**config.mk**
```make
export PLATFORM = sky130hd
export DESIGN_NAME = dmem_rr_arbiter
export DESIGN_NICKNAME = d
export VERILOG_FILES = /design/src/rtl/dmem_rr_arbiter.sv
export SDC_FILE = /design/constraint.sdc
export NUM_CORES = 1
export LEC_CHECK = 0
export BUFFER_PORTS_ARGS = -buffer_cell sky130_fd_sc_hd__buf_4
export CAP_MARGIN = 20
export CORE_AREA = 4 4 159 161
export DETAILED_ROUTE_END_ITERATION = 8
export DIE_AREA = 0 0 163 165
export GPL_TIMING_DRIVEN = 0
export PLACE_DENSITY = 0.57
export SYNTH_ARGS = -nofsm -noshare
export SYNTH_HDL_FRONTEND = slang
export SYNTH_SLANG_ARGS = --single-unit
```
**constraint.sdc**
```tcl
create_clock -name clk -period 11 [get_ports clk]
set_clock_uncertainty 0.2 [all_clocks]
set_input_delay 1.1 -clock clk [delete_from_list [all_inputs] [get_ports clk]]
set_output_delay 1.1 -clock clk [all_outputs]
set_load 0.05 [all_outputs]
```
**src/rtl/dmem_rr_arbiter.sv**
```systemverilog
// dmem_rr_arbiter
//
// Purpose:
//   Shares a single data-memory port between num_req_p requesters. An idle
//   arbiter picks the first valid requester at or after the round-robin
//   pointer and accepts it in the same cycle. It then presents the latched
//   command to memory until the memory accepts it. For reads, it waits for read
//   data and forwards it to the granted requester as a one-cycle response.
//   A watchdog ends a read that never returns data. It raises a sticky error
//   and sends a zero-data response instead.
//
// Ports:
//   clk, reset      clock, asynchronous active-high reset
//   req_valid_i     per-requester request valid
//   req_we_i        per-requester write enable
//   req_addr_i      packed addresses, slot k at [k*addr_width_p +: addr_width_p]
//   req_wdata_i     packed write data, same packing
//   req_ready_o     one-hot accept pulse
//   resp_valid_o    one-hot read-response pulse
//   resp_data_o     read data shared by all requesters (holds between pulses)
//   mem_*_o         command to the data memory
//   mem_ready_i     memory accepts the command
//   mem_rvalid_i    memory read data valid
//   mem_rdata_i     memory read data
//   error_o         sticky read-timeout flag
//   grant_id_o      index of the current / last granted requester
module dmem_rr_arbiter #(
    parameter int num_req_p    = 4,
    parameter int addr_width_p = 32,
    parameter int data_width_p = 32,
    parameter int timeout_p    = 255
) (
    input  logic                              clk,
    input  logic                              reset,
    input  logic [num_req_p-1:0]              req_valid_i,
    input  logic [num_req_p-1:0]              req_we_i,
    input  logic [num_req_p*addr_width_p-1:0] req_addr_i,
    input  logic [num_req_p*data_width_p-1:0] req_wdata_i,
    output logic [num_req_p-1:0]              req_ready_o,
    output logic [num_req_p-1:0]              resp_valid_o,
    output logic [data_width_p-1:0]           resp_data_o,
    output logic                              mem_valid_o,
    output logic                              mem_we_o,
    output logic [addr_width_p-1:0]           mem_addr_o,
    output logic [data_width_p-1:0]           mem_wdata_o,
    input  logic                              mem_ready_i,
    input  logic                              mem_rvalid_i,
    input  logic [data_width_p-1:0]           mem_rdata_i,
    output logic                              error_o,
    output logic [2:0]                        grant_id_o
);

    localparam logic [1:0] STATE_IDLE    = 2'd0;
    localparam logic [1:0] STATE_ISSUE   = 2'd1;
    localparam logic [1:0] STATE_WAIT_RD = 2'd2;

    localparam logic [2:0] LAST_SLOT = 3'(num_req_p - 1);
    localparam logic [7:0] TIMEOUT   = 8'(timeout_p);

    logic [1:0]              state_q, state_d;
    logic [2:0]              rr_ptr_q, rr_ptr_d;
    logic [2:0]              grant_q, grant_d;
    logic                    we_q, we_d;
    logic [addr_width_p-1:0] addr_q, addr_d;
    logic [data_width_p-1:0] wdata_q, wdata_d;
    logic [7:0]              timer_q, timer_d;
    logic                    error_q, error_d;
    logic [num_req_p-1:0]    resp_valid_q, resp_valid_d;
    logic [data_width_p-1:0] resp_data_q, resp_data_d;

    logic                    hi_found, lo_found, sel_found;
    logic [2:0]              hi_idx, lo_idx, sel_idx;
    logic                    sel_we;
    logic [addr_width_p-1:0] sel_addr;
    logic [data_width_p-1:0] sel_wdata;
    logic [num_req_p-1:0]    grant_onehot;
    logic [2:0]              ptr_after_grant;

    // Round-robin pick. The lowest valid slot at or above the pointer wins.
    // Otherwise the search wraps to the lowest valid slot below the pointer.
    // The descending loop leaves the lowest index in each half.
    always_comb begin
        hi_found = 1'b0;
        lo_found = 1'b0;
        hi_idx   = '0;
        lo_idx   = '0;
        for (int k = num_req_p - 1; k >= 0; k--) begin
            if (req_valid_i[k]) begin
                if (3'(k) >= rr_ptr_q) begin
                    hi_found = 1'b1;
                    hi_idx   = 3'(k);
                end else begin
                    lo_found = 1'b1;
                    lo_idx   = 3'(k);
                end
            end
        end
        sel_found = hi_found | lo_found;
        sel_idx   = hi_found ? hi_idx : lo_idx;
    end

    // Command fields of the selected slot, plus the one-hot forms of the
    // selection and of the current grant.
    always_comb begin
        sel_we       = 1'b0;
        sel_addr     = '0;
        sel_wdata    = '0;
        req_ready_o  = '0;
        grant_onehot = '0;
        for (int k = 0; k < num_req_p; k++) begin
            if (3'(k) == sel_idx) begin
                sel_we    = req_we_i[k];
                sel_addr  = req_addr_i[k*addr_width_p +: addr_width_p];
                sel_wdata = req_wdata_i[k*data_width_p +: data_width_p];
            end
            req_ready_o[k]  = (state_q == STATE_IDLE) && sel_found &&
                              (3'(k) == sel_idx) && !reset;
            grant_onehot[k] = (3'(k) == grant_q);
        end
        ptr_after_grant = (grant_q == LAST_SLOT) ? 3'd0 : grant_q + 3'd1;
    end

    // Transaction sequencing. The pointer only moves once a transaction
    // completes. Only one transaction is in flight, so this gives the same
    // order as advancing it at accept time.
    always_comb begin
        state_d      = state_q;
        rr_ptr_d     = rr_ptr_q;
        grant_d      = grant_q;
        we_d         = we_q;
        addr_d       = addr_q;
        wdata_d      = wdata_q;
        timer_d      = timer_q;
        error_d      = error_q;
        resp_valid_d = '0;
        resp_data_d  = resp_data_q;
        case (state_q)
            STATE_IDLE: begin
                if (sel_found) begin
                    grant_d = sel_idx;
                    we_d    = sel_we;
                    addr_d  = sel_addr;
                    wdata_d = sel_wdata;
                    state_d = STATE_ISSUE;
                end
            end
            STATE_ISSUE: begin
                if (mem_ready_i) begin
                    if (we_q) begin
                        rr_ptr_d = ptr_after_grant;
                        state_d  = STATE_IDLE;
                    end else begin
                        timer_d  = '0;
                        state_d  = STATE_WAIT_RD;
                    end
                end
            end
            STATE_WAIT_RD: begin
                // Real data takes priority over the watchdog in the final cycle.
                if (mem_rvalid_i) begin
                    resp_valid_d = grant_onehot;
                    resp_data_d  = mem_rdata_i;
                    rr_ptr_d     = ptr_after_grant;
                    state_d      = STATE_IDLE;
                end else if (timer_q == TIMEOUT) begin
                    error_d      = 1'b1;
                    resp_valid_d = grant_onehot;
                    resp_data_d  = '0;
                    rr_ptr_d     = ptr_after_grant;
                    state_d      = STATE_IDLE;
                end else begin
                    timer_d = timer_q + 8'd1;
                end
            end
            default: state_d = STATE_IDLE;
        endcase
    end

    // State registers. Reset abandons any transaction in flight.
    always_ff @(posedge clk or posedge reset) begin
        if (reset) begin
            state_q      <= STATE_IDLE;
            rr_ptr_q     <= '0;
            grant_q      <= '0;
            we_q         <= 1'b0;
            addr_q       <= '0;
            wdata_q      <= '0;
            timer_q      <= '0;
            error_q      <= 1'b0;
            resp_valid_q <= '0;
            resp_data_q  <= '0;
        end else begin
            state_q      <= state_d;
            rr_ptr_q     <= rr_ptr_d;
            grant_q      <= grant_d;
            we_q         <= we_d;
            addr_q       <= addr_d;
            wdata_q      <= wdata_d;
            timer_q      <= timer_d;
            error_q      <= error_d;
            resp_valid_q <= resp_valid_d;
            resp_data_q  <= resp_data_d;
        end
    end

    assign mem_valid_o  = (state_q == STATE_ISSUE);
    assign mem_we_o     = we_q;
    assign mem_addr_o   = addr_q;
    assign mem_wdata_o  = wdata_q;
    assign resp_valid_o = resp_valid_q;
    assign resp_data_o  = resp_data_q;
    assign error_o      = error_q;
    assign grant_id_o   = grant_q;

endmodule

```
==> out/results.txt <==
RSZ-0062 raised after global routing -> no
Largest net degree at the start of global routing -> 68
Worst-skew pair later-pin latency -> 410 ps
Post-Synth XOR/XNOR Area -> 0.673%
Worst-path clk slew -> 60 ps
Post-synth cell types -> 41
Initial core utilization -> 27.2%
Vias in the first global route -> 7283
Power per cell area -> 311 nW/um^2
Status -> finished, final reports clean
Largest family of logic cells by synthesized area -> compound AO/OA/AOI/OAI gates
DRC Markers -> 0
Synth-to-layout area growth -> 62.6%
Crit path kind -> input port to output pin
Normalized max-slew margin -> 50.0%
Area of the multi-input gates -> 3270 sq um
Clock power share -> 16.5%
IO Port Bufs -> 408
Adder-Cell Fraction of Synth Area -> 0.961%
Slew of the pin with the lowest slew margin -> 750 ps
Chip height -> 165 um
Rows -> 57
Cts repair resizes -> 0
Net Sw Frac -> 49.0%
VDD IR max -> 0.000136 V
Cell chosen for the clock root -> clkbuf_16
Achievable clock frequency -> 214 MHz
First-pass GRT wire length -> 42400 um
Synth Instances -> 635
First-pass DRT Iterations -> 5
DIE WIDTH -> 163 um
Final Cycle Share -> 42.6%
Final nets -> 1368
Cell leakage power -> 0.00488 uW
Synthesized area per cell -> 10.3 sq um
Sequential share of power -> 22.8%
Clk buf depth -> 2
Vias post-DR -> 6973
Setup TNS Final -> 0 ps
Post-synthesis compound-gate area fraction -> 22.2%
CORE AREA -> 24000 sq um
Syn Nets -> 940
Register area share after synthesis -> 44.6%
Post-Synth Simple-Gate Area -> 14.7%
CTS tree -> built
DR WL/cell -> 20.6 um
Critical path arrival -> 3380 ps
FILL cells -> 2395
Cell taking the most area after synthesis -> dfrtp_1
Register Area -> 2900 sq um
Final WS setup -> 6320 ps
Antenna violations before repair -> 0
Yosys warns -> 0
Synth Cell Area -> 6510 sq um
Setup WS pre-CTS -> 6310 ps
CTS H-Tree Depth -> 4
Logic pwr share -> 60.7%
Internal -> 1680 uW
Mux share of post-synthesis cell area -> 11.6%
Max-cap violation count -> 0
DR iter-0 viols -> 369
GPL Wtd Cong -> 0.828
Final Hold Vio Count -> 0
CP Max Fanout -> 10
Hold-fix buffer count after cts -> 0
DR vias/cell -> 4.98
Clk sinks -> 116
Slew Limit Fails -> 0
Final Setup Violations -> 0
Number of setup buffers added after CTS -> 0
Ranking of synthesized cells by area -> dfrtp_1 45%, mux2_2 11%, o221a_2 11%
Flops & latches, synth -> 116
IO Pins -> 410
DPL Wire Length -> 22600 um
All-Layer GR Usage -> 20.6%
Total net switching power -> 1610 uW
Req. time, crit path -> 9700 ps
TritonCTS Buffers -> 17
Hold WC Path Type -> flip-flop to flip-flop
Tmin final -> 4680 ps
Routed WL -> 28900 um
Overflow after GRT -> 0
Die Area -> 26900 sq um
Crit. End Element -> output pin
Critical Path Start Type -> input port
Post-synth top area share -> 44.6%
Post-route ant nets -> 0
Fraction of layout cells with a size suffix above 1 -> 55.7%
[routing by layer]
metal | wire [um] | GRT usage (%)
met5 | 0 | 0
met4 | 637 | 6.44
met1 | 10900 | 23.4
met2 | 14900 | 36.9
met3 | 2450 | 6.49
[cell usage in the layout, fill, tap and decap left out, types with 16 or more instances in the layout]
master / n
a22o_1: 32
mux2_2: 66
dfrtp_1: 116
clkbuf_1: 40
o221a_2: 64
buf_4: 411
buf_2: 16
clkbuf_16: 17
nand3_1: 135
o21ai_0: 70
[cell usage after synthesis (all sizes together)]
cell	count
o31ai	1
nor3b	1
nand2b	3
xor2	3
o21bai	1
and3	2
nor2	13
o21a	1
nand4	2
a22o	32
mux2	66
a21oi	2
inv	9
conb	1
and2	3
or3	3
nor4	6
mux2i	1
dfrtp	116
nor2b	3
xnor2	2
buf	25
or2	1
nand2	12
clkbuf	40
o21ai	72
ha	5
o221a	65
o21ba	1
nor3	4
o211a	1
nand3	135
a21o	2
o211ai	1
[state kept, by name, summed over array words and instances (netlist names)]
name,flops
error_o,1
grant_id_o,2
mem_addr_o,32
mem_wdata_o,32
mem_we_o,1
resp_data_o,32
resp_valid_o,4
rr_ptr_q,2
state_q,2
timer_q,8
[path summary, 6_finish.rpt]
kind | end | slack, ps | cells past startpoint | startpoint
min in group asynchronous | mem_addr_o[30] | 530 | 2 | reset
max in group asynchronous | mem_addr_o[25] | 9360 | 3 | reset
max reg2reg | mem_wdata_o[18] | 8290 | 7 | rr_ptr_q[1]
max | req_ready_o[3] | 6320 | 8 | req_valid_i[0]
min reg2reg | error_o | 280 | 1 | error_o
min | error_o | 280 | 1 | error_o
[kinds of logic after synthesis]
logic type	Yosys count
and+or+nand+nor	188
AOI/OAI and AO/OA	179
DFF	116
buffers and inverters	74
muxes	67
adders and majority gates	5
xor gates and xnor gates	5
other	1
[cell type report]
type / instances / area share [%]
inverters: 9 / 0.366
clock inverters: 15 / 1.38
well taps: 324 / 3.83
clock buffers: 17 / 4.02
diodes: 1 / 0.0236
flip-flops and latches: 116 / 27.4
multi-input cells: 445 / 30.9
plain buffers: 65 / 2.88
repair buffers: 409 / 29.2
[power by group through the flow]
stage          clock network, uW  registers (uW)  logic [uW]
4_1_cts                      556             750        2020
6_report                     542             751        1990
3_3_place_gp                   0             752        2000
3_5_place_dp                   0             750        2020
2_1_floorplan                  0            1360         734
5_1_grt                      574             777        2110
[worst max-delay path: stages]
cell and delay (ps):
buf_4 120, nor2b_1 140, o21bai_1 320, clkbuf_1 600, buf_1 440, nand2_1 190
nor4_1 210, buf_4 250
[metrics by stage]
stage / hold slack, ps / cell area, sq um / total power [uW] / util (%) / instances
4_1_cts: 284 / 10600 / 3320 / 44.2 / 1400
3_3_place_gp: 245 / 9980 / 2760 / 41.6 / 1367
5_1_grt: 302 / 10600 / 3460 / 44.2 / 1400
3_5_place_dp: 266 / 10000 / 2770 / 41.8 / 1368
2_1_floorplan: 285 / 6510 / 2090 / - / 635
6_report: 278 / 10600 / 3290 / 44.2 / 1401
(Power assumes the default switching activity.)
